**config.mk**
```make
export PLATFORM = sky130hd
export DESIGN_NAME = ip_packet_rx
export DESIGN_NICKNAME = d
export VERILOG_FILES = /design/src/rtl/ip_stack_pkg.sv /design/src/rtl/counter_sync_reset.sv /design/src/rtl/ipv4_checksum_accumulator.sv /design/src/rtl/ip_packet_rx.sv
export SDC_FILE = /design/constraint.sdc
export NUM_CORES = 1
export LEC_CHECK = 0
export CELL_PAD_IN_SITES_DETAIL_PLACEMENT = 2
export CELL_PAD_IN_SITES_GLOBAL_PLACEMENT = 2
export CORE_ASPECT_RATIO = 1.2
export CORE_MARGIN = 10
export CORE_UTILIZATION = 38
export DETAILED_ROUTE_END_ITERATION = 10
export GPL_ROUTABILITY_DRIVEN = 1
export HOLD_SLACK_MARGIN = 0.05
export PLACE_DENSITY = 0.87
export SETUP_SLACK_MARGIN = 0.15
export SYNTH_ARGS = -nofsm -noshare
export SYNTH_HDL_FRONTEND = slang
export SYNTH_SLANG_ARGS = --single-unit
```
**constraint.sdc**
```tcl
create_clock -name ACLK -period 5.95 [get_ports ACLK]
set_input_delay 0.595 -clock ACLK [delete_from_list [all_inputs] [get_ports ACLK]]
set_output_delay 0.595 -clock ACLK [all_outputs]
set_load 0.05 [all_outputs]
```
**src/rtl/ip_stack_pkg.sv**
```systemverilog
// Shared IPv4 stack definitions used by both the receive and transmit datapaths.
package ip_stack_pkg;

    localparam logic [15:0] ETHERTYPE_IPV4    = 16'h0800;
    localparam logic [7:0]  IP_VERSION_IHL    = 8'h45;
    localparam logic [47:0] MAC_BROADCAST     = 48'hFFFF_FFFF_FFFF;
    localparam logic [15:0] CHECKSUM_GOOD     = 16'hFFFF;

    localparam logic [7:0]  ETH_HDR_BYTES     = 8'd14;
    localparam logic [7:0]  IP_HDR_BYTES      = 8'd20;
    localparam logic [7:0]  MIN_PAYLOAD_BYTES = 8'd2;

    // Byte offsets inside each header
    localparam logic [7:0]  ETH_SRC_MAC_OFS   = 8'd6;
    localparam logic [7:0]  ETH_TYPE_OFS      = 8'd12;
    localparam logic [7:0]  IP_SRC_OFS        = 8'd12;
    localparam logic [7:0]  IP_DST_OFS        = 8'd16;

    typedef enum logic [2:0] {
        RX_ETH_HDR,
        RX_IP_HDR,
        RX_USER_DATA,
        DROP,
        HOLD
    } rx_state_t;

    function automatic logic [7:0] last_index(input logic [7:0] size);
        return size - 8'd1;
    endfunction

endpackage

```
**src/rtl/counter_sync_reset.sv**
```systemverilog
// Saturating up-counter with a synchronous clear that takes priority over enable.
module counter_sync_reset #(
    parameter int WIDTH = 8
) (
    input  logic             ACLK,
    input  logic             ARESET,
    input  logic             clear,
    input  logic             enable,
    output logic [WIDTH-1:0] count
);

    // NOTE: sequential state uses <= so every flop samples values from before the edge.
    always_ff @(posedge ACLK or negedge ARESET) begin
        if (!ARESET) begin
            count <= '0;
        end else if (clear) begin
            count <= '0;
        end else if (enable && (count != '1)) begin
            count <= count + 1'b1;
        end
    end

endmodule

```
**src/rtl/ipv4_checksum_accumulator.sv**
```systemverilog
// Ones-complement byte-wise accumulator for the IPv4 header checksum; sum includes the current byte.
module ipv4_checksum_accumulator (
    input  logic        ACLK,
    input  logic        ARESET,
    input  logic        clear,
    input  logic        enable,
    input  logic [7:0]  byte_in,
    input  logic        high_sel,
    output logic [15:0] sum
);

    logic [15:0] acc;
    logic [15:0] addend;
    logic [16:0] add_full;
    logic [15:0] folded;

    // NOTE: every always_comb output gets a value before any branch, so no latch is inferred.
    always_comb begin
        addend   = high_sel ? {byte_in, 8'h00} : {8'h00, byte_in};
        add_full = {1'b0, acc} + {1'b0, addend};
        // End-around carry; cannot carry again since addend is at most 0xFF00
        folded   = add_full[15:0] + {15'd0, add_full[16]};
    end

    assign sum = enable ? folded : acc;

    always_ff @(posedge ACLK or negedge ARESET) begin
        if (!ARESET) begin
            acc <= '0;
        end else if (clear) begin
            acc <= '0;
        end else begin
            acc <= sum;
        end
    end

endmodule

```
**src/rtl/ip_packet_rx.sv**
```systemverilog
// Ethernet/IPv4 frame receiver: filters frames addressed to the accelerator and
// delivers a 10-bit message from the first two payload bytes.
module ip_packet_rx
    import ip_stack_pkg::*;
#(
    parameter int AXI_S_DATA_WIDTH = 8,
    parameter int IP_ADDR_WIDTH    = 32,
    parameter int MAC_ADDR_WIDTH   = 48,
    parameter int ACCEL_DATA_WIDTH = 10
) (
    input  logic                        ACLK,
    input  logic                        ARESET,
    input  logic [IP_ADDR_WIDTH-1:0]    ACCELERATOR_IP_ADDRESS,
    input  logic [MAC_ADDR_WIDTH-1:0]   ACCELERATOR_MAC_ADDRESS,
    input  logic [AXI_S_DATA_WIDTH-1:0] MAC_DATA_IN,
    input  logic                        MAC_DATA_VALID,
    output logic                        MAC_DATA_READY,
    input  logic                        MAC_DATA_LAST,
    input  logic                        MAC_DATA_TUSER,
    output logic [IP_ADDR_WIDTH-1:0]    SENDER_IP_ADDRESS,
    output logic [MAC_ADDR_WIDTH-1:0]   SENDER_MAC_ADDRESS,
    output logic [ACCEL_DATA_WIDTH-1:0] RECEIVED_MESSAGE,
    output logic                        MESSAGE_VALID,
    input  logic                        MESSAGE_ACK
);

    localparam int MSG_HI_BITS = ACCEL_DATA_WIDTH - AXI_S_DATA_WIDTH;

    rx_state_t state;
    rx_state_t state_next;

    logic                        beat;
    logic                        commit;
    logic                        restart;
    logic [7:0]                  byte_cnt;
    logic [15:0]                 cks_sum;
    logic                        in_ip_hdr;
    logic                        eth_ok;
    logic                        ip_ok;

    logic [MAC_ADDR_WIDTH-1:0]   dst_mac_r;
    logic [MAC_ADDR_WIDTH-1:0]   src_mac_r;
    logic [IP_ADDR_WIDTH-1:0]    src_ip_r;
    logic [IP_ADDR_WIDTH-1:0]    dst_ip_r;
    logic [AXI_S_DATA_WIDTH-1:0] type_hi_r;
    logic [AXI_S_DATA_WIDTH-1:0] pay0_r;
    logic [AXI_S_DATA_WIDTH-1:0] pay1_r;
    logic                        ver_ok_r;
    logic [AXI_S_DATA_WIDTH-1:0] msg_low;

    assign MAC_DATA_READY = (state != HOLD);
    assign MESSAGE_VALID  = (state == HOLD);
    assign beat           = MAC_DATA_VALID && MAC_DATA_READY;
    assign in_ip_hdr      = (state == RX_IP_HDR);

    // A LAST beat ends the frame even when the state does not change
    assign restart = (state_next != state) || (beat && MAC_DATA_LAST);

    counter_sync_reset #(
        .WIDTH (8)
    ) u_byte_cnt (
        .ACLK   (ACLK),
        .ARESET (ARESET),
        .clear  (restart),
        .enable (beat),
        .count  (byte_cnt)
    );

    ipv4_checksum_accumulator u_cks (
        .ACLK     (ACLK),
        .ARESET   (ARESET),
        .clear    (!in_ip_hdr),
        .enable   (beat && in_ip_hdr),
        .byte_in  (MAC_DATA_IN),
        .high_sel (!byte_cnt[0]),
        .sum      (cks_sum)
    );

    // Evaluated on the final header byte, which is still on MAC_DATA_IN
    assign eth_ok = ((dst_mac_r == ACCELERATOR_MAC_ADDRESS) || (dst_mac_r == MAC_BROADCAST))
                 && ({type_hi_r, MAC_DATA_IN} == ETHERTYPE_IPV4);

    assign ip_ok  = ver_ok_r
                 && ({dst_ip_r[IP_ADDR_WIDTH-AXI_S_DATA_WIDTH-1:0], MAC_DATA_IN} == ACCELERATOR_IP_ADDRESS)
                 && (cks_sum == CHECKSUM_GOOD);

    assign msg_low = (byte_cnt == 8'd1) ? MAC_DATA_IN : pay1_r;

    always_ff @(posedge ACLK or negedge ARESET) begin
        if (!ARESET) begin
            state <= RX_ETH_HDR;
        end else begin
            state <= state_next;
        end
    end

    always_comb begin
        state_next = state;
        commit     = 1'b0;
        case (state)
            RX_ETH_HDR: begin
                if (beat && !MAC_DATA_LAST && (byte_cnt == last_index(ETH_HDR_BYTES))) begin
                    state_next = eth_ok ? RX_IP_HDR : DROP;
                end
            end
            RX_IP_HDR: begin
                if (beat) begin
                    if (MAC_DATA_LAST) begin
                        state_next = RX_ETH_HDR;
                    end else if (byte_cnt == last_index(IP_HDR_BYTES)) begin
                        state_next = ip_ok ? RX_USER_DATA : DROP;
                    end
                end
            end
            RX_USER_DATA: begin
                if (beat && MAC_DATA_LAST) begin
                    if (!MAC_DATA_TUSER && (byte_cnt >= last_index(MIN_PAYLOAD_BYTES))) begin
                        commit     = 1'b1;
                        state_next = HOLD;
                    end else begin
                        state_next = RX_ETH_HDR;
                    end
                end
            end
            DROP: begin
                if (beat && MAC_DATA_LAST) begin
                    state_next = RX_ETH_HDR;
                end
            end
            HOLD: begin
                if (MESSAGE_ACK) begin
                    state_next = RX_ETH_HDR;
                end
            end
            default: state_next = RX_ETH_HDR;
        endcase
    end

    // Header field capture; shift registers fill MSB-first as bytes arrive
    always_ff @(posedge ACLK or negedge ARESET) begin
        if (!ARESET) begin
            dst_mac_r <= '0;
            src_mac_r <= '0;
            src_ip_r  <= '0;
            dst_ip_r  <= '0;
            type_hi_r <= '0;
            pay0_r    <= '0;
            pay1_r    <= '0;
            ver_ok_r  <= 1'b0;
        end else if (beat) begin
            case (state)
                RX_ETH_HDR: begin
                    if (byte_cnt < ETH_SRC_MAC_OFS) begin
                        dst_mac_r <= {dst_mac_r[MAC_ADDR_WIDTH-AXI_S_DATA_WIDTH-1:0], MAC_DATA_IN};
                    end else if (byte_cnt < ETH_TYPE_OFS) begin
                        src_mac_r <= {src_mac_r[MAC_ADDR_WIDTH-AXI_S_DATA_WIDTH-1:0], MAC_DATA_IN};
                    end else if (byte_cnt == ETH_TYPE_OFS) begin
                        type_hi_r <= MAC_DATA_IN;
                    end
                end
                RX_IP_HDR: begin
                    if (byte_cnt == 8'd0) begin
                        ver_ok_r <= (MAC_DATA_IN == IP_VERSION_IHL);
                    end else if ((byte_cnt >= IP_SRC_OFS) && (byte_cnt < IP_DST_OFS)) begin
                        src_ip_r <= {src_ip_r[IP_ADDR_WIDTH-AXI_S_DATA_WIDTH-1:0], MAC_DATA_IN};
                    end else if (byte_cnt >= IP_DST_OFS) begin
                        dst_ip_r <= {dst_ip_r[IP_ADDR_WIDTH-AXI_S_DATA_WIDTH-1:0], MAC_DATA_IN};
                    end
                end
                RX_USER_DATA: begin
                    if (byte_cnt == 8'd0) begin
                        pay0_r <= MAC_DATA_IN;
                    end else if (byte_cnt == 8'd1) begin
                        pay1_r <= MAC_DATA_IN;
                    end
                end
                default: ;
            endcase
        end
    end

    // Delivered outputs move only on commit, so they stay stable throughout HOLD
    always_ff @(posedge ACLK or negedge ARESET) begin
        if (!ARESET) begin
            SENDER_IP_ADDRESS  <= '0;
            SENDER_MAC_ADDRESS <= '0;
            RECEIVED_MESSAGE   <= '0;
        end else if (commit) begin
            SENDER_IP_ADDRESS  <= src_ip_r;
            SENDER_MAC_ADDRESS <= src_mac_r;
            RECEIVED_MESSAGE   <= {pay0_r[MSG_HI_BITS-1:0], msg_low};
        end
    end

endmodule

```
# Yosys cells after proc, flatten, opt, wreduce, memory -nomap -nowiden
# Index checks and enable logic that the tools add are counted.
word_totals:
  reg_bits: 288
  mem_bits_ro: 0
  mem_count: 0
  out_inout_bits: 92
  latchBits: 0
  word_cells: 90
  inputBits: 94
  mem_bits_rw: 0
classes:
  order_cmp: 6
  mul: 0
  n_bitwise: 4
  div_mod_pow: 0
  eq_ne: 17
  n_reduce_logical: 26
  mux: 20
  n_addsub: 3
  shifts: 0
ops:
  columns: ["operator", "count"]
  rows:
  - ["$eq 48x48->1", 1]
  - ["$eq 48x48->1 const B", 1]
  - ["$mux 16", 3]
  - ["$eq 32x32->1", 1]
  - ["$mux 3", 8]
  - ["$mux 8", 3]
  - ["$add 16x16->17", 1]
  - ["$add 16x1->16", 1]
  - ["$eq 16x12->1 const B", 1]
  - ["$eq 16x16->1 const B", 1]
  - ["$eq 8x4->1 const B", 2]
  - ["$pmux 3 s5", 1]
  - ["$reduce_and 3->1", 4]
  - ["$logic_and 1x1->1", 11]
  - ["$reduce_and 5->1", 2]
  - ["$add 8x1->8 const B", 1]
  - ["$eq 8x1->1 const B", 1]
  - ["$eq 8x5->1 const B", 1]
  - ["$eq 8x7->1 const B", 1]
  - ["$ge 8x1->1 const B", 1]
  - ["$ge 8x4->1 const B", 1]
  - ["$ge 8x5->1 const B", 1]
  - ["$logic_not 8->1", 1]
  - ["$lt 8x3->1 const B", 1]
  - ["16 further kinds", 26]

# Logic depth before layout (Yosys ltp)
depth:
  ltp_word: 14
  mapped_depth: 25
  ltp_nobuf: 23

# Modules after synthesis
# Synthesis repeated with hierarchy kept, for this count alone.
unflattened:
  cells_unflattened: 1053
  hier_area_um2: 13715.7
by_module_without_submodules:
  columns: ["module", "cells_each", "seq_area_each_um2", "area_each_um2", "n_inst"]
  rows:
  - ["ip_packet_rx", 763, 6606.3, 11280.8, 1]
  - ["ipv4_checksum_accumulator", 241, 400.4, 1970.6, 1]
  - ["counter_sync_reset", 49, 200.2, 464.2, 1]

# Worst setup path after synthesis
# Ideal clock, no wire load.
synth_path:
  path_kind: "register to register"
  from: "reg u_byte_cnt.count[0]"
  to: "reg state[0]"
  setup_ns: 0.135
  slack_ns: 0.983
  path_buffers: 2
  arrival_time_ns: 4.832
  stages_incl_launch_ff: 26
  required_time_ns: 5.815
  period_less_slack_ns: 4.967
  path_cell_list: "dfrtp_1 -> clkbuf_1 -> clkbuf_1 -> and2_1 -> ha_1 -> inv_1 -> fa_1 -> nand2b_1 -> a21o_1 -> a21oi_1 -> o21ai_0 -> o21bai_1 -> a21oi_1 -> nor2_1 -> o21ai_0 -> nand2b_1 -> ha_1 -> nor2b_1 -> nor2b_1 -> o311ai_0 -> nor4b_4 -> nand4_1 -> nor3_1 -> o21ai_0 -> a2111oi_1 -> a31oi_1"
synth_between:
  elab_chain_len: 11
  elab_cells_between_ends: 15
  classes_between: "add/sub (2); eq/ne (3); mux (8); reduce/logical (2)"
synth_rtl:
  columns: ["item", "line", "source"]
  rows:
  - ["from (decl)", "counter_sync_reset.sv:9", "output logic [WIDTH-1:0] count"]
  - ["from (signal assigned)", "counter_sync_reset.sv:19", "count <= count + 1'b1;"]
  - ["$mux 16", "ipv4_checksum_accumulator.sv:19", "addend = high_sel ? {byte_in, 8'h00} : {8'h00, byte_in};"]
  - ["$add 16x16->17", "ipv4_checksum_accumulator.sv:20", "add_full = {1'b0, acc} + {1'b0, addend};"]
  - ["$add 16x1->16", "ipv4_checksum_accumulator.sv:22", "folded = add_full[15:0] + {15'd0, add_full[16]};"]
  - ["$mux 16", "ipv4_checksum_accumulator.sv:25", "assign sum = enable ? folded : acc;"]
  - ["$eq 16x16->1", "ip_packet_rx.sv:85", "&& (cks_sum == CHECKSUM_GOOD);"]
  - ["$logic_and 1x1->1", "ip_packet_rx.sv:85", null]
  - ["$mux 1", "ip_packet_rx.sv:111", "state_next = ip_ok ? RX_USER_DATA : DROP;"]
  - ["$mux 3", "ip_packet_rx.sv:110", "end else if (byte_cnt == last_index(IP_HDR_BYTES)) begin"]
  - ["$mux 3", "ip_packet_rx.sv:108", "if (MAC_DATA_LAST) begin"]
  - ["$mux 3", "ip_packet_rx.sv:107", "if (beat) begin"]
  - ["$pmux 3 s5 *", "ip_packet_rx.sv:100", "case (state)"]
  - ["named net state_next[0]", "ip_packet_rx.sv:30", "rx_state_t state_next;"]
  - ["to (signal assigned)", "ip_packet_rx.sv:93", "state <= state_next;"]
  - ["to (decl)", "ip_packet_rx.sv:29", "rx_state_t state;"]
# Mark *: on every way through the listed nets, which the timed path passes. The rest lies on a longest branch.
# A chain may end at the register's enable or synchronous reset.

# Final worst setup path
layout_path:
  from: "in MAC_DATA_IN[0]"
  to: "reg state[0]"
layout_between:
  elab_chain_len: 11
  elab_cells_between_ends: 13
  classes_between: "add/sub (2); eq/ne (2); mux (7); reduce/logical (2)"
layout_rtl:
  columns: ["item", "line", "source"]
  rows:
  - ["from (decl)", "ip_packet_rx.sv:15", "input logic [AXI_S_DATA_WIDTH-1:0] MAC_DATA_IN,"]
  - ["$mux 16", "ipv4_checksum_accumulator.sv:19", null]
  - ["$add 16x16->17", "ipv4_checksum_accumulator.sv:20", null]
  - ["$add 16x1->16", "ipv4_checksum_accumulator.sv:22", null]
  - ["$mux 16", "ipv4_checksum_accumulator.sv:25", null]
  - ["$eq 16x16->1", "ip_packet_rx.sv:85", null]
  - ["$logic_and 1x1->1 *", "ip_packet_rx.sv:85", null]
  - ["$mux 1 *", "ip_packet_rx.sv:111", null]
  - ["$mux 3 *", "ip_packet_rx.sv:110", null]
  - ["$mux 3 *", "ip_packet_rx.sv:108", null]
  - ["$mux 3 *", "ip_packet_rx.sv:107", null]
  - ["$pmux 3 s5 *", "ip_packet_rx.sv:100", null]
  - ["named net state_next[0]", "ip_packet_rx.sv:30", null]
# Marked as above.

==> impl_metrics.ini <==
[run_status]
status = completed

[logic_synthesis]
synth_area_leader_cell = dfrtp_1
synth_area_leaders = dfrtp_1, mux2_2, xnor2_1
synthFlopType = dfrtp_1
synth_nets = 1184
syn_inst = 1067
syn_area_per_cell_sq_um = 12.7
ys_ff_latch = 288
async_flop_share_pct = 100
yosys_warnings = 0
seq_area_frac_synth_pct = 53.0
synth_top_area_share_pct = 53.0
synth-edff-count = 0
netlist_area_sq_um = 13600
yosysUniqueCellTypes = 65

[setup_path]
worst-setup-path-type = primary input to flip-flop
crit_required_ps = 6310
critPathMaxStageDelay_ps = 490
r2r_slack_ps = 580
crit_start = MAC_DATA_IN[0]
r2r_start = u_byte_cnt.count[0]
path_common_cell = o21ai_0
reg2reg_to = state[0]
crit_slowest_cell = clkdlybuf4s50_1
ff2ff_path_depth = 22
cp.arrival_ps = 5810
end_kind = flip-flop
cp-start-kind = primary input
crit_path_max_fanout = 5
path_cells = clkdlybuf4s50_1 -> and2_1 -> ha_1 -> inv_1 -> fa_1 -> nand2b_1 -> a21o_1 -> a21oi_1 -> o21ai_0 -> o21bai_1 -> a21oi_1 -> nor2_1 -> o21ai_0 -> nand2b_1 -> ha_1 -> nor2b_1 -> nor2b_1 -> o311ai_1 -> nor4b_4 -> nand4_1 -> nor3_1 -> o21ai_0 -> a2111oi_2 -> a31oi_1

[cells_and_area]
layout-area-overhead-vs-synth_pct = 26.3
antennaDiodeCount = 0
fillCellCount = 3353
layout_commonest_cell = dfrtp_1
drive_gt1_share_pct = 27.5
stdcell_count = 1744
fin_nets = 1376
layout_common_cells = dfrtp_1, mux2_2, clkdlybuf4s50_1, xnor2_1, nor2_1

[route]
vias_per_cell = 5.48
first_pass_iters = 4
wirelength_mm = 47.7
wl_met2_mm = 25.6
highest_layer = met4
met3WireLength_mm = 1.99
drtIter0Drc = 496
ant_nets = 0
drc = 0
wl_met1_mm = 18.4
routedWlPerCell_um = 27.3
vias = 9550

[placed_design]
dp.cells = 1684
gp_congestion = 0.891
hpwl_mm = 32.0
io_buffers = 185

[floorplanning]
die_w_um = 193
io_pins = 186
dieHeight_um = 227
die-area_sq_um = 43800
coreArea_sq_um = 35200
initial_core_util_pct = 38.6
num_rows = 75

[global_route]
antenna_found_initial = 1
grt_overflow_total = 0
grt_pass1_vias = 11369
track_usage_pct = 21.8
grt_pass1_wl_mm = 73.2
grt_max_degree = 129

[sta]
setup_viol = 0
maxSlewViolCount = 0
rsz0062_at_grt = no
fin_skew_ps = 32.1
worst_slew_pin_slew_ps = 1170
max_freq_ghz = 0.184
period_minus_slack_ps = 5450
finalHoldViolCount = 0
relSlewSlack_pct = 21.6
finalCritPeriodShare_pct = 91.6

[cts]
insertion_delay_ps = 530
numCtsBuffers = 34
cts_max_level = 2
cts_root_buffer = clkbuf_16
cts_tree = done
hold_buffers = 0
clock_sinks = 288
clk_pin_slew_ps = 60
clock_path_buffers = 3

[min_path]
holdCritPathClass = primary input to asynchronous set/reset pin

[power_and_ir_drop]
ir_worst_vdd_uv = 198
totalPowerFinal_mw = 5.67
p_per_area_nw_per_um2 = 330
leakage_nw = 7.73

[job]
cap_violations = 0
synth_stat cells, types with 2 or more instances:
cell type,number
mux2_2,252
nor3b_1,3
a21o_1,3
xor2_1,38
clkbuf_1,43
or4_1,6
a21oi_1,29
buf_1,4
nand4b_1,5
a311oi_1,3
nor2b_1,11
nor4b_1,2
o311ai_0,2
o2bb2ai_1,2
nor3_1,9
a211o_1,3
ha_1,22
o211ai_1,2
nand2b_1,7
a211oi_1,5
and2_1,12
nand3_1,16
nand4_1,35
a21boi_0,4
o31ai_1,2
a31o_2,4
nand3b_1,5
o21ai_0,14
o2111ai_1,2
nand2_1,22
or3b_2,2
inv_1,16
a31oi_1,10
nor2_1,54
or3_1,5
dfrtp_1,288
nor4_1,16
mux2i_1,13
xnor2_1,67
nor4_2,2
or2_2,2
and3_1,2
per-layer routing:
layer	vias to the layer above	track usage, %
met5	-	0
met4	0	8.16
met3	79	3.29
met2	233	40.5
met1	5017	24.4
li1	4221	-
worst max-delay path, delay by kind of cell:
family                   cells  cell delay (ps)
AO/OA/AOI/OAI               10             1990
adder cells (fa/ha/maj)      3              730
buffers and inverters        2              550
AND/OR/NAND/NOR              9             1930
cell families after synthesis:
logic type	share of synthesized area [%]
mux	21.8
xor+xnor	6.76
buf+inv	1.86
flops	53.0
simple gates	9.44
compound gates	4.95
fa+ha+maj	2.17
worst max path at each step:
stage | slack (ps) | endpoint | depth (start not counted)
6_report | 500 | state[0] | 24
5_1_grt | 150 | state[0] | 24
4_1_cts | 390 | state[0] | 24
3_5_place_dp | -70 | state[0] | 24
3_3_place_gp | 220 | state[0] | 24
2_1_floorplan | 980 | state[0] | 25
cell type report:
cell class                      count  area (sq um)  share of cell area [%]
Sequential cell                   288          7210                    42.0
Multi-Input combinational cell    714          6160                    35.9
Timing Repair Buffer              205          2030                    11.8
Clock buffer                       46           997                    5.81
Tap cell                          462           578                    3.37
Clock inverter                     13           138                   0.801
Inverter                           16          60.1                   0.350
power breakdown:
part / total, mW / leakage, nW / switching, mW / internal (mW)
clock network: 2.14 / 0.542 / 0.872 / 1.27
logic: 0.969 / 3.29 / 0.475 / 0.494
registers: 2.56 / 3.90 / 0.359 / 2.20
total: 5.67 / 7.73 / 1.71 / 3.96
sequential cells by signal, summed over array words and instances (netlist names):
name / cells
u_cks.acc: 16
pay1_r: 8
dst_ip_r: 24
pay0_r: 2
u_byte_cnt.count: 8
dst_mac_r: 48
src_mac_r: 48
type_hi_r: 8
SENDER_IP_ADDRESS: 32
src_ip_r: 32
SENDER_MAC_ADDRESS: 48
RECEIVED_MESSAGE: 10
state: 3
ver_ok_r: 1
repair_timing:
| action | in CTS | in global routing |
|---|---|---|
| buffers inserted | 0 | 1 |
| endpoints found under the setup margin | 0 | 1 |
| resized for setup | 0 | 2 |
per-stage QoR:
step | cell area, sq um | hold slack (ps) | setup slack (ps) | setup TNS, ps | utilization, %
final | 17200 | 157 | 502 | 0 | 48.8
after global routing | 17200 | 199 | 150 | 0 | 48.8
after CTS | 17200 | 190 | 386 | 0 | 48.8
after detailed placement | 16000 | 479 | -69.8 | -69.8 | 45.6
after global placement | 16000 | 483 | 221 | 0 | 45.6
after floorplan | 13600 | 299 | 983 | 0 | -
Note: power is estimated with default switching activity, not from simulation.
